### src/rtl/req_rr_scheduler.sv
// Round-robin arbiter with bounded hold time: grants one requester at a time,
// forces release after MAX_HOLD cycles and always inserts an idle cycle between grants.
module req_rr_scheduler #(
   parameter int N        = 8,
   parameter int IDXW     = 3,
   parameter int MAX_HOLD = 16,
   parameter int CNTW     = 4
) (
   input  logic            clk,
   input  logic            rst,
   input  logic            en,
   input  logic [N-1:0]    req,
   output logic [N-1:0]    grant,
   output logic [IDXW-1:0] grant_idx,
   output logic            grant_valid,
   output logic            preempt,
   output logic [IDXW-1:0] last_idx
);

   typedef enum logic {IDLE, GRANT} state_t;

   state_t          state_reg, state_next;
   logic [N-1:0]    grant_reg, grant_next;
   logic [IDXW-1:0] idx_reg, idx_next;
   logic            valid_reg, valid_next;
   logic            preempt_reg, preempt_next;
   logic [IDXW-1:0] last_reg, last_next;
   logic [CNTW-1:0] cnt_reg, cnt_next;

   logic            pick_found;
   logic [IDXW-1:0] pick_idx;
   logic [IDXW-1:0] cand_idx;
   int              cand;

   logic            hold_req;
   logic            rel_en;
   logic            rel_req;
   logic            rel_timeout;
   logic            release_now;

   // Search starts just past the last released index and covers all N slots,
   // so a lone requester equal to last_idx is still found.
   always_comb begin
      pick_found = 1'b0;
      pick_idx   = '0;
      cand       = 0;
      cand_idx   = '0;
      for (int i = 1; i <= N; i++) begin
         cand     = (int'(last_reg) + i) % N;
         cand_idx = IDXW'(cand);
         if (!pick_found && req[cand_idx]) begin
            pick_found = 1'b1;
            pick_idx   = cand_idx;
         end
      end
   end

   assign hold_req    = req[idx_reg];
   assign rel_en      = !en;
   assign rel_req     = !hold_req;
   assign rel_timeout = (cnt_reg == CNTW'(MAX_HOLD - 1));
   assign release_now = rel_en || rel_req || rel_timeout;

   always_ff @(posedge clk or negedge rst) begin
      if (!rst) begin
         state_reg   <= IDLE;
         grant_reg   <= '0;
         idx_reg     <= '0;
         valid_reg   <= 1'b0;
         preempt_reg <= 1'b0;
         last_reg    <= IDXW'(N - 1);
         cnt_reg     <= '0;
      end else begin
         state_reg   <= state_next;
         grant_reg   <= grant_next;
         idx_reg     <= idx_next;
         valid_reg   <= valid_next;
         preempt_reg <= preempt_next;
         last_reg    <= last_next;
         cnt_reg     <= cnt_next;
      end
   end

   always_comb begin
      state_next = state_reg;
      case (state_reg)
         IDLE:    if (en && pick_found) state_next = GRANT;
         GRANT:   if (release_now)      state_next = IDLE;
         default: state_next = IDLE;
      endcase
   end

   always_comb begin
      grant_next   = grant_reg;
      idx_next     = idx_reg;
      valid_next   = valid_reg;
      preempt_next = 1'b0;
      last_next    = last_reg;
      cnt_next     = cnt_reg;
      case (state_reg)
         IDLE: begin
            if (en && pick_found) begin
               grant_next = {{(N-1){1'b0}}, 1'b1} << pick_idx;
               idx_next   = pick_idx;
               valid_next = 1'b1;
               cnt_next   = '0;
            end
         end
         GRANT: begin
            if (release_now) begin
               grant_next   = '0;
               idx_next     = '0;
               valid_next   = 1'b0;
               last_next    = idx_reg;
               cnt_next     = '0;
               // Timeout flags a preempt only when the holder still wants the resource.
               preempt_next = rel_timeout && !rel_en && !rel_req;
            end else begin
               cnt_next = cnt_reg + 1'b1;
            end
         end
         default: begin
            grant_next = '0;
            idx_next   = '0;
            valid_next = 1'b0;
            cnt_next   = '0;
         end
      endcase
   end

   assign grant       = grant_reg;
   assign grant_idx   = idx_reg;
   assign grant_valid = valid_reg;
   assign preempt     = preempt_reg;
   assign last_idx    = last_reg;

endmodule

### config.mk
export PLATFORM = sky130hd
export DESIGN_NAME = req_rr_scheduler
export DESIGN_NICKNAME = d
export VERILOG_FILES = /design/src/rtl/req_rr_scheduler.sv
export SDC_FILE = /design/constraint.sdc
export NUM_CORES = 1
export LEC_CHECK = 0
export BUFFER_PORTS_ARGS = -buffer_cell sky130_fd_sc_hd__buf_4
export CAP_MARGIN = 10
export CORE_MARGIN = 4
export CORE_UTILIZATION = 40
export DETAILED_ROUTE_END_ITERATION = 10
export GPL_ROUTABILITY_DRIVEN = 0
export GPL_TIMING_DRIVEN = 0
export HOLD_SLACK_MARGIN = 0.06
export PLACE_DENSITY_LB_ADDON = 0.2
export SETUP_SLACK_MARGIN = 0.02
export SYNTH_ARGS = -nofsm -noshare
export SYNTH_HDL_FRONTEND = slang
export SYNTH_SLANG_ARGS = --single-unit
### constraint.sdc
create_clock -name clk -period 3.37 [get_ports clk]
set_input_delay 0.5055 -clock clk [delete_from_list [all_inputs] [get_ports clk]]
set_output_delay 0.5055 -clock clk [all_outputs]
set_load 0.05 [all_outputs]
==> reports/metrics.yaml <==
worst_setup_path:
  worstPathArrival_ps: 3440
  critical_path_class: "reg -> reg"
  worstPathRequired_ps: 3520
  r2r_start: "last_idx[0]"
  setup.worst_path.start: "last_idx[0]"
  path_buf_inv: 4
  path_delay_family: "simple AND/OR/NAND/NOR gates"
  cp_cell_sequence: "buf_6 -> buf_8 -> inv_8 -> ha_4 -> mux4_2 -> nor2b_1 -> or4_1 -> buf_6 -> a2111oi_4 -> nor3b_1 -> and3_4 -> a32o_1"
  cp_max_fo: 6
  end_kind: "register"
  cp-start-kind: "register"
  critPathSlowestCell: "dfstp_2"
  cp_slowest_stage_delay_ps: 560
  path_common_cell: "buf_6"
cts:
  ctsLongestPathBuffers: 2
  cts_buffers: 3
  clk_pin_slew_ps: 80
  cts.sinks: 21
  cts_max_level: 1
  cts_root_buf: "clkbuf_8"
  cts_tree: "built"
  clkLatencyLatePin_ps: 260
global_route:
  grt_max_degree: 22
  top_usage_layer: "met2"
  track_usage_pct: 17.2
  gr-total-overflow: 0
  met1_usage_pct: 23.3
  grt_pass1_vias: 1693
  antenna_found_initial: 0
  grt_pass1_wl_um: 8470
  use_met3_pct: 3.31
  grt_use_met2_pct: 28.6
sta:
  final.period_utilization_pct: 97.7
  fmax_mhz: 304
  clock_skew_ps: 7.76
  hold_ws_ps: 114
  period_needed_ps: 3290
  relSlewSlack_pct: 43.1
  setup_viol: 0
  hold_violations: 0
  grt_setup_unrepaired: "true"
  slew_viol_final: 0
  tightest_slew_ps: 830
logic_synthesis:
  synthDistinctLibCells: 53
  synth.top_cell.area_share_pct: 24.3
  synth_edf_count: 0
  synth.cell_area_mm2: 0.00185
  synth_ff_type: "dfrtp_1"
  ys_seq_area_share_pct: 28.6
  synthTopCellsByArea: "dfrtp_1, mux4_2, mux2_2, mux2i_1, dfstp_2"
  yosysTopAreaCell: "dfrtp_1"
  synth_seq_cells: 21
  synthArstFlopShare_pct: 100
  synth-warning-count: 0
  syn-instance-count: 174
  syn_nets: 188
  syn_area_per_cell_um2: 10.6
route:
  num_vias: 1741
  vias_per_cell: 6.33
  drt_iter0_markers: 165
  drt.antenna.violating_nets: 0
  wl_um: 5470
  drt-wirelength-per-cell_um: 19.9
  drtPass1Iterations: 5
  drc: 0
die:
  boundaryPins: 27
  die_h_um: 76.1
  core_area_mm2: 0.00441
  start_util_pct: 42.0
  dieArea_mm2: 0.00579
  placementRows: 24
  die_w_um: 76.1
final_layout:
  layout-drive-gt1-share_pct: 46.6
  final_net_count: 238
  fill_cells: 366
  antennaDiodeCount: 0
  syn_to_final_growth_pct: 36.6
  largest_reg_flops: 8
run:
  drv_cap: 0
placement:
  port_buffers: 26
  place_hpwl_um: 3730
min_path:
  hold_path.class: "in -> async"
outcome:
  outcome: "completed"
[synthesized netlist by cell type (3+ instances only)]
cell,instances
a22o_1,3
buf_2,3
a32o_1,4
nand4_1,3
inv_1,9
nor2b_1,6
nand3_1,4
mux4_2,12
mux2_2,10
buf_6,3
o2bb2ai_1,4
nor2_1,8
ha_1,3
dfrtp_1,18
a21oi_2,3
nor3b_1,3
nand2_1,10
mux2i_1,11
nand2b_1,4
a21oi_1,5
o21ai_0,3
dfstp_2,3
[layout by cell type, fill, tap and decap left out, drive strengths merged, types with 3 or more instances in the layout]
cell type and n:
mux2 10, nor2b 6, dfrtp 18, nand2 10, a221oi 3, o2bb2ai 4, o21ai 4, a32o 4
a21oi 8, ha 3, nor3b 3, clkbuf 6, and3 3, nand4 3, inv 8, dfstp 3
a22o 3, nand3 5, mux4 12, buf 51, mux2i 11, nand2b 4, nor2 9
[final timing paths]
kind | to | slack (ps) | cells after the start
setup / recovery | grant[4] | 80 | 12
hold / removal | grant[7] | 110 | 1
setup reg to reg | grant[4] | 80 | 12
hold reg to reg | grant[3] | 500 | 1
max in group asynchronous | last_idx[0] | 2970 | 1
min in group clk | grant[3] | 500 | 1
[cells by family (layout without fill, tap and decap cells)]
kind of cell	after synthesis	count (layout)	synth area share, %
AOI/OAI and AO/OA	47	47	20.9
xor gates and xnor gates	3	3	1.42
adders and majority gates	3	3	2.03
buffers and inverters	17	66	4.86
DFF	21	21	28.6
muxes	33	33	26.6
and+or+nand+nor	50	50	15.6
[layout make-up]
| class | instances | area [µm²] | share of cell area, % |
|---|---|---|---|
| inverter | 9 | 45.0 | 1.78 |
| timing repair buffer | 46 | 353 | 13.9 |
| sequential | 21 | 529 | 20.9 |
| tap | 52 | 65.1 | 2.57 |
| buffer | 7 | 75.1 | 2.97 |
| clock buffer | 4 | 45.0 | 1.78 |
| multi-input combinational | 136 | 1420 | 56.1 |
[per-stage QoR]
stage               TNS [ps]  setup WS, ps  utilization (%)  instance area, µm²  instances
floorplan                  0          20.2                -                1930        174
global placement       -13.1         -7.76             49.5                2190        252
detailed placement      -302         -70.0             49.5                2190        252
CTS                        0          35.1             51.8                2280        258
global route            -213         -43.0             57.3                2530        275
finish                     0          78.2             57.3                2530        275
[layer usage]
metal	routed length [µm]	up-vias
met5	0	-
met4	112	0
met3	229	15
met2	2960	75
met1	2170	864
li1	-	787
[timing repair]
action | 4_1_cts | 5_1_grt
endpoints found under the hold margin | 0 | 0
buffers inserted | 3 | 17
gates resized for setup | 9 | 20
pin swaps | 5 | 19
endpoints found under the setup margin | 8 | 15
hold buffers | 0 | 0
[worst reg2reg max path: stages, from the launching register on]
cell and delay [ps]:
dfstp_2 560, buf_6 120, buf_8 110, inv_8 40, ha_4 310, mux4_2 360
nor2b_1 150, or4_1 480, buf_6 180, a2111oi_4 360, nor3b_1 110, and3_4 210
a32o_1 220
Power is left out: the tool's default activity adds up to more than one toggle a clock period on the data nets, which glitch-free logic cannot reach.
